===== config.mk =====
export PLATFORM = sky130hd
export DESIGN_NAME = lsu_byte_seq
export DESIGN_NICKNAME = d
export VERILOG_FILES = /design/src/rtl/lsu_byte_seq.sv
export SDC_FILE = /design/constraint.sdc
export NUM_CORES = 1
export LEC_CHECK = 0
export CORE_ASPECT_RATIO = 0.5
export CORE_MARGIN = 3
export CORE_UTILIZATION = 52
export DETAILED_ROUTE_END_ITERATION = 10
export PLACE_DENSITY = 0.87
export SYNTH_ARGS = -nofsm -noshare
export SYNTH_HDL_FRONTEND = slang
export SYNTH_SLANG_ARGS = --single-unit
export TNS_END_PERCENT = 10

===== constraint.sdc =====
create_clock -name clk -period 2.7 [get_ports clk]
set_input_delay 0.81 -clock clk [delete_from_list [all_inputs] [get_ports clk]]
set_output_delay 0.81 -clock clk [all_outputs]
set_load 0.005 [all_outputs]

===== src/rtl/lsu_byte_seq.sv =====
// lsu_byte_seq
//   Byte-serial load/store sequencer between the core's memory stage and a
//   byte-wide data memory. One RV32I load or store is accepted at a time. It is
//   split into 1, 2 or 4 little-endian byte beats, one beat per cycle. Load data
//   is assembled and then sign- or zero-extended. Misaligned or illegal
//   requests are answered with resp_err and never touch memory.
//
// Ports
//   clk, rst        : clock, synchronous active-high reset
//   req_valid/ready : request handshake; the core holds the request until ready
//   req_store       : 1 = store, 0 = load
//   req_func3       : RV32I width/sign encoding (LB/LH/LW/LBU/LHU, SB/SH/SW)
//   req_addr        : byte address (8 bit)
//   req_wdata       : store data, low byte goes out first
//   resp_done       : one-cycle completion pulse
//   resp_err        : misaligned/illegal request, valid with resp_done
//   resp_rdata      : extended load data (0 for stores/errors), valid with resp_done
//   mem_addr/re/we  : byte memory address and strobes for the current beat
//   mem_wdata       : byte being written
//   mem_rdata       : combinational read data for mem_addr
module lsu_byte_seq (
    input  logic        clk,
    input  logic        rst,
    input  logic        req_valid,
    output logic        req_ready,
    input  logic        req_store,
    input  logic [2:0]  req_func3,
    input  logic [7:0]  req_addr,
    input  logic [31:0] req_wdata,
    output logic        resp_done,
    output logic        resp_err,
    output logic [31:0] resp_rdata,
    output logic [7:0]  mem_addr,
    output logic        mem_re,
    output logic        mem_we,
    output logic [7:0]  mem_wdata,
    input  logic [7:0]  mem_rdata
);

    typedef enum logic [1:0] {
        ST_IDLE   = 2'd0,
        ST_ACCESS = 2'd1,
        ST_RESP   = 2'd2
    } state_t;

    state_t      state_r;
    logic        store_r;
    logic [2:0]  func3_r;
    logic [1:0]  beat_r;
    logic [31:0] wdata_r;   // store data, shifted right one byte per beat
    logic [31:0] rdata_r;   // load assembly register

    logic [31:0] asm_s;     // assembly register with this beat's byte merged in
    logic        last_s;
    logic        legal_s;

    // Legality of a request: alignment and func3 encodings valid for the direction
    function automatic logic req_legal(input logic store, input logic [2:0] f3,
                                       input logic [7:0] addr);
        logic ok;
        ok = 1'b0;
        case (f3)
            3'b000:  ok = 1'b1;
            3'b001:  ok = (addr[0] == 1'b0);
            3'b010:  ok = (addr[1:0] == 2'b00);
            3'b100:  ok = !store;
            3'b101:  ok = !store && (addr[0] == 1'b0);
            default: ok = 1'b0;
        endcase
        return ok;
    endfunction

    // Index of the final beat: 0 for byte, 1 for halfword, 3 for word
    function automatic logic [1:0] last_beat(input logic [2:0] f3);
        logic [1:0] lb;
        case (f3[1:0])
            2'b00:   lb = 2'd0;
            2'b01:   lb = 2'd1;
            2'b10:   lb = 2'd3;
            default: lb = 2'd0;
        endcase
        return lb;
    endfunction

    // Sign/zero extension of assembled load data
    function automatic logic [31:0] extend(input logic [2:0] f3, input logic [31:0] d);
        logic [31:0] r;
        case (f3)
            3'b000:  r = {{24{d[7]}}, d[7:0]};
            3'b001:  r = {{16{d[15]}}, d[15:0]};
            3'b010:  r = d;
            3'b100:  r = {24'h000000, d[7:0]};
            3'b101:  r = {16'h0000, d[15:0]};
            default: r = 32'h0000_0000;
        endcase
        return r;
    endfunction

    // Merge the byte returned by memory into its lane, and decode the request
    always_comb begin
        asm_s = rdata_r;
        case (beat_r)
            2'd0:    asm_s[7:0]   = mem_rdata;
            2'd1:    asm_s[15:8]  = mem_rdata;
            2'd2:    asm_s[23:16] = mem_rdata;
            2'd3:    asm_s[31:24] = mem_rdata;
            default: asm_s = rdata_r;
        endcase
        last_s  = (beat_r == last_beat(func3_r));
        legal_s = req_legal(req_store, req_func3, req_addr);
    end

    // Sequencer FSM; every output is registered and set up for the next state
    always_ff @(posedge clk) begin
        if (rst) begin
            state_r    <= ST_IDLE;
            store_r    <= 1'b0;
            func3_r    <= 3'b000;
            beat_r     <= 2'd0;
            wdata_r    <= 32'h0000_0000;
            rdata_r    <= 32'h0000_0000;
            req_ready  <= 1'b1;
            resp_done  <= 1'b0;
            resp_err   <= 1'b0;
            resp_rdata <= 32'h0000_0000;
            mem_addr   <= 8'h00;
            mem_re     <= 1'b0;
            mem_we     <= 1'b0;
            mem_wdata  <= 8'h00;
        end else begin
            case (state_r)
                ST_IDLE: begin
                    if (req_valid && req_ready) begin
                        req_ready <= 1'b0;
                        if (legal_s) begin
                            state_r   <= ST_ACCESS;
                            store_r   <= req_store;
                            func3_r   <= req_func3;
                            beat_r    <= 2'd0;
                            wdata_r   <= req_wdata;
                            rdata_r   <= 32'h0000_0000;
                            mem_addr  <= req_addr;
                            mem_re    <= !req_store;
                            mem_we    <= req_store;
                            mem_wdata <= req_store ? req_wdata[7:0] : 8'h00;
                        end else begin
                            // Rejected request goes straight to the response
                            state_r    <= ST_RESP;
                            resp_done  <= 1'b1;
                            resp_err   <= 1'b1;
                            resp_rdata <= 32'h0000_0000;
                        end
                    end else begin
                        req_ready <= 1'b1;
                    end
                end
                ST_ACCESS: begin
                    rdata_r <= asm_s;
                    if (last_s) begin
                        state_r    <= ST_RESP;
                        mem_addr   <= 8'h00;
                        mem_re     <= 1'b0;
                        mem_we     <= 1'b0;
                        mem_wdata  <= 8'h00;
                        resp_done  <= 1'b1;
                        resp_err   <= 1'b0;
                        resp_rdata <= store_r ? 32'h0000_0000 : extend(func3_r, asm_s);
                    end else begin
                        beat_r    <= beat_r + 2'd1;
                        mem_addr  <= mem_addr + 8'd1;
                        mem_wdata <= store_r ? wdata_r[15:8] : 8'h00;
                        wdata_r   <= {8'h00, wdata_r[31:8]};
                    end
                end
                ST_RESP: begin
                    state_r    <= ST_IDLE;
                    beat_r     <= 2'd0;
                    req_ready  <= 1'b1;
                    resp_done  <= 1'b0;
                    resp_err   <= 1'b0;
                    resp_rdata <= 32'h0000_0000;
                end
                default: begin
                    state_r    <= ST_IDLE;
                    beat_r     <= 2'd0;
                    req_ready  <= 1'b1;
                    resp_done  <= 1'b0;
                    resp_err   <= 1'b0;
                    resp_rdata <= 32'h0000_0000;
                    mem_addr   <= 8'h00;
                    mem_re     <= 1'b0;
                    mem_we     <= 1'b0;
                    mem_wdata  <= 8'h00;
                end
            endcase
        end
    end

endmodule


==> key figures <==
Route
  – Final wirelength: approximately 15000 µm
  – DRC errors left: 0
  – Drt via density: around 6
  – DRT Pass-1 Iters: 7
  – Metal2 WL: between 7000 and 8000 µm
  – Avg WL per Cell: ~17 µm
  – Highest metal layer with signal wires: met4
  – Vias: 5282
  – DR iter-0 viols: between 500 and 600
  – Metal-1 WL: around 6300 µm
  – Total length of routed met3 wires: approximately 1300 µm
  – Post-route ant nets: 0

Yosys
  – Mapped Area: approximately 5400 µm²
  – Cells after Synth: roughly 620
  – Post-synth EDFFs: 0
  – Register area share after synthesis: between 40 and 50%
  – Top post-synthesis cells by area: dfxtp_1, mux2i_1, nand2_1
  – Predominant post-synthesis flop cell: dfxtp_1
  – Post-synthesis sequential element count: 117
  – YS warnings: 0
  – Syn Nets: ~680
  – Yosys cell types: 51
  – Async S/R FF share, synth: 0%
  – Top-count cell post-synth: dfxtp_1
  – Area leader, netlist: dfxtp_1
  – Top cells by count, synth: dfxtp_1, nand2_1, o21ai_0
  – Top cell type's share of synthesized area: between 40% and 50%
  – Syn_area_per_cell: between 8 and 9 µm²

Worst setup path
  – Critical Path RT: approximately 3.0 ns
  – Worst EP arrival: 2.89 ns
  – CP startpoint kind: primary input
  – Crit. End Element: flop
  – Critical path fanouts, max: 8
  – Crit Path Class: in -> reg

Die
  – Starting Density: 55.18%
  – I/O pin count: approximately 110
  – Core area: 9728 µm²
  – Rows: 25
  – Die Wd: 149.7 µm
  – Die area: 11650 µm²
  – Vert. Die Dim: around 78 µm

Layout
  – Post-route insts no fill: a little under 900
  – Antenna Cells: 0
  – Area delta synth->final: 35.55%
  – Share of cells above drive strength 1: around a tenth
  – # fillers: around 650
  – Nets: between 700 and 800

STA
  – Final worst-path setup slack: around 0.13 ns
  – Count of pins over their slew limit: 0
  – Final hold violation count: 0
  – TNS Setup: 0 ns
  – Hold WS: between 0.4 and 0.5 ns
  – Max-slew headroom: roughly 45%
  – # setup viols final: 0
  – Worst slew pin tran: between 0.8 and 0.9 ns
  – Max frequency: slightly below 400 MHz
  – Final clock skew: about 0.0053 ns
  – RSZ-0062 raised after global routing: no
  – Final critical-path share of the clock period: between 90 and 100%
  – Fin crit period: 2.574 ns

Power and ir drop
  – Worst IR drop on VDD: between 400 and 500 µV
  – Static Leak: ~2.6 nW
  – Pwr dens: ~660 nW/µm²
  – Total design power: around 0.0048 W

Clock network
  – CTS H-tree depth: 4
  – CTS tree: built
  – CTS max path bufs: 2
  – Clk_lat worst skew: between 0.4 and 0.5 ns
  – Clock sinks: between 100 and 150
  – Cts repair resizes: 0
  – Postcts setup bufs: 0
  – Total CTS buffers: 17
  – Cts hold-fix bufs: 0
  – Register clock-pin slew on the reported worst setup and hold paths: roughly 0.050 ns
  – Root buffer cell: clkbuf_16

Place
  – Place WS: -0.2546 ns
  – Detailed placement HPWL: 9929 µm
  – GPL Wtd Cong: around 0.94
  – Buffers on Ports: between 100 and 150
  – Placed Cells: 844

Global routing
  – Total grt overflow: 0
  – Initial antenna violation count: 0
  – Largest net degree at the start of global routing: 34
  – First-pass GRT wire length: about 25000 µm
  – Vias in the first global route: between 5000 and 6000
  – GRT Total Usage: roughly a quarter

Outcome
  – Status: finished clean

Worst hold path
  – Hold Path Class: reg -> reg

Run
  – Max-cap viol count: 0
flip-flops by register name, summed over array words and instances (netlist names):
| signal | cells |
|---|---|
| rdata_r | 32 |
| resp_rdata | 32 |
| wdata_r | 24 |
| mem_addr | 8 |
| mem_wdata | 8 |
| func3_r | 3 |
| beat_r | 2 |
| state_r | 2 |
| mem_re | 1 |
| mem_we | 1 |
| req_ready | 1 |
| resp_done | 1 |
| resp_err | 1 |
| store_r | 1 |
cells by family (layout without fill, tap and decap cells):
family,count (synthesis),after routing,synth area share (%)
XOR/XNOR,5,5,0.8160
flip-flops,117,117,43.64
AO/OA/AOI/OAI,195,195,25.99
adder cells (fa/ha/maj),9,9,2.098
AND/OR/NAND/NOR,176,176,14.90
multiplexers,33,33,6.200
buffers and inverters,84,206,6.363
cell type report:
| cell class | instances | area (µm²) | area share, % |
|---|---|---|---|
| Clock buffer | 19 | 432.9 | 5.950 |
| Clock inverter | 13 | 181.4 | 2.494 |
| Inverter | 37 | 138.9 | 1.909 |
| Multi-Input combinational cell | 418 | 2695 | 37.04 |
| Sequential cell | 117 | 2342 | 32.19 |
| Tap cell | 135 | 168.9 | 2.322 |
| Timing Repair Buffer | 137 | 1316 | 18.09 |
metrics by stage:
step | util, % | instance area (µm²)
after global routing | 74.79 | 7276
after global placement | 68.48 | 6661
final | 74.79 | 7276
after detailed placement | 68.48 | 6661
after CTS | 74.79 | 7276
after floorplan | - | 5368
final timing paths:
check	from	endpoint	slack (ns)	cells after the start
min	wdata_r[29]	wdata_r[29]	0.47	2
max	req_store	rdata_r[29]	0.13	5
min reg2reg	wdata_r[29]	wdata_r[29]	0.47	2
max reg2reg	beat_r[0]	resp_rdata[25]	0.39	7
layer usage:
metal  vias up  GRT usage (%)
met2       275          42.84
met5         -              0
met4         0          10.95
li1       2494              -
met3        34          6.943
met1      2479          33.72
worst max-delay path: stages:
cell and delay (ns):
clkdlybuf4s50_1 0.56, a221oi_1 0.15, o311ai_1 0.74, nor2_1 0.31, o32ai_1 0.32
layout by cell type (no fill, tap or decap), types with 17 or more instances in the layout:
cell type,netlist,layout
mux2i_1,31,31
nand3_1,26,26
o32ai_1,24,24
clkbuf_16,0,17
a21oi_1,38,37
nor3_1,19,19
nand2_1,77,77
buf_4,4,28
clkdlybuf4s50_1,0,106
o21ai_0,42,42
a311oi_1,17,17
nor2_1,26,26
dfxtp_1,117,117
inv_1,37,37
a22o_1,31,31
report_power, final:
part	total (W)	internal, W	switching (W)	leakage (nW)
sequential	0.00184	0.00179	0.0000479	0.948
clock	0.00237	0.00154	0.000829	0.297
combinational	0.000574	0.000264	0.000310	1.37
total	0.00478	0.00359	0.00119	2.61
Power figures use the tool's default switching activity.
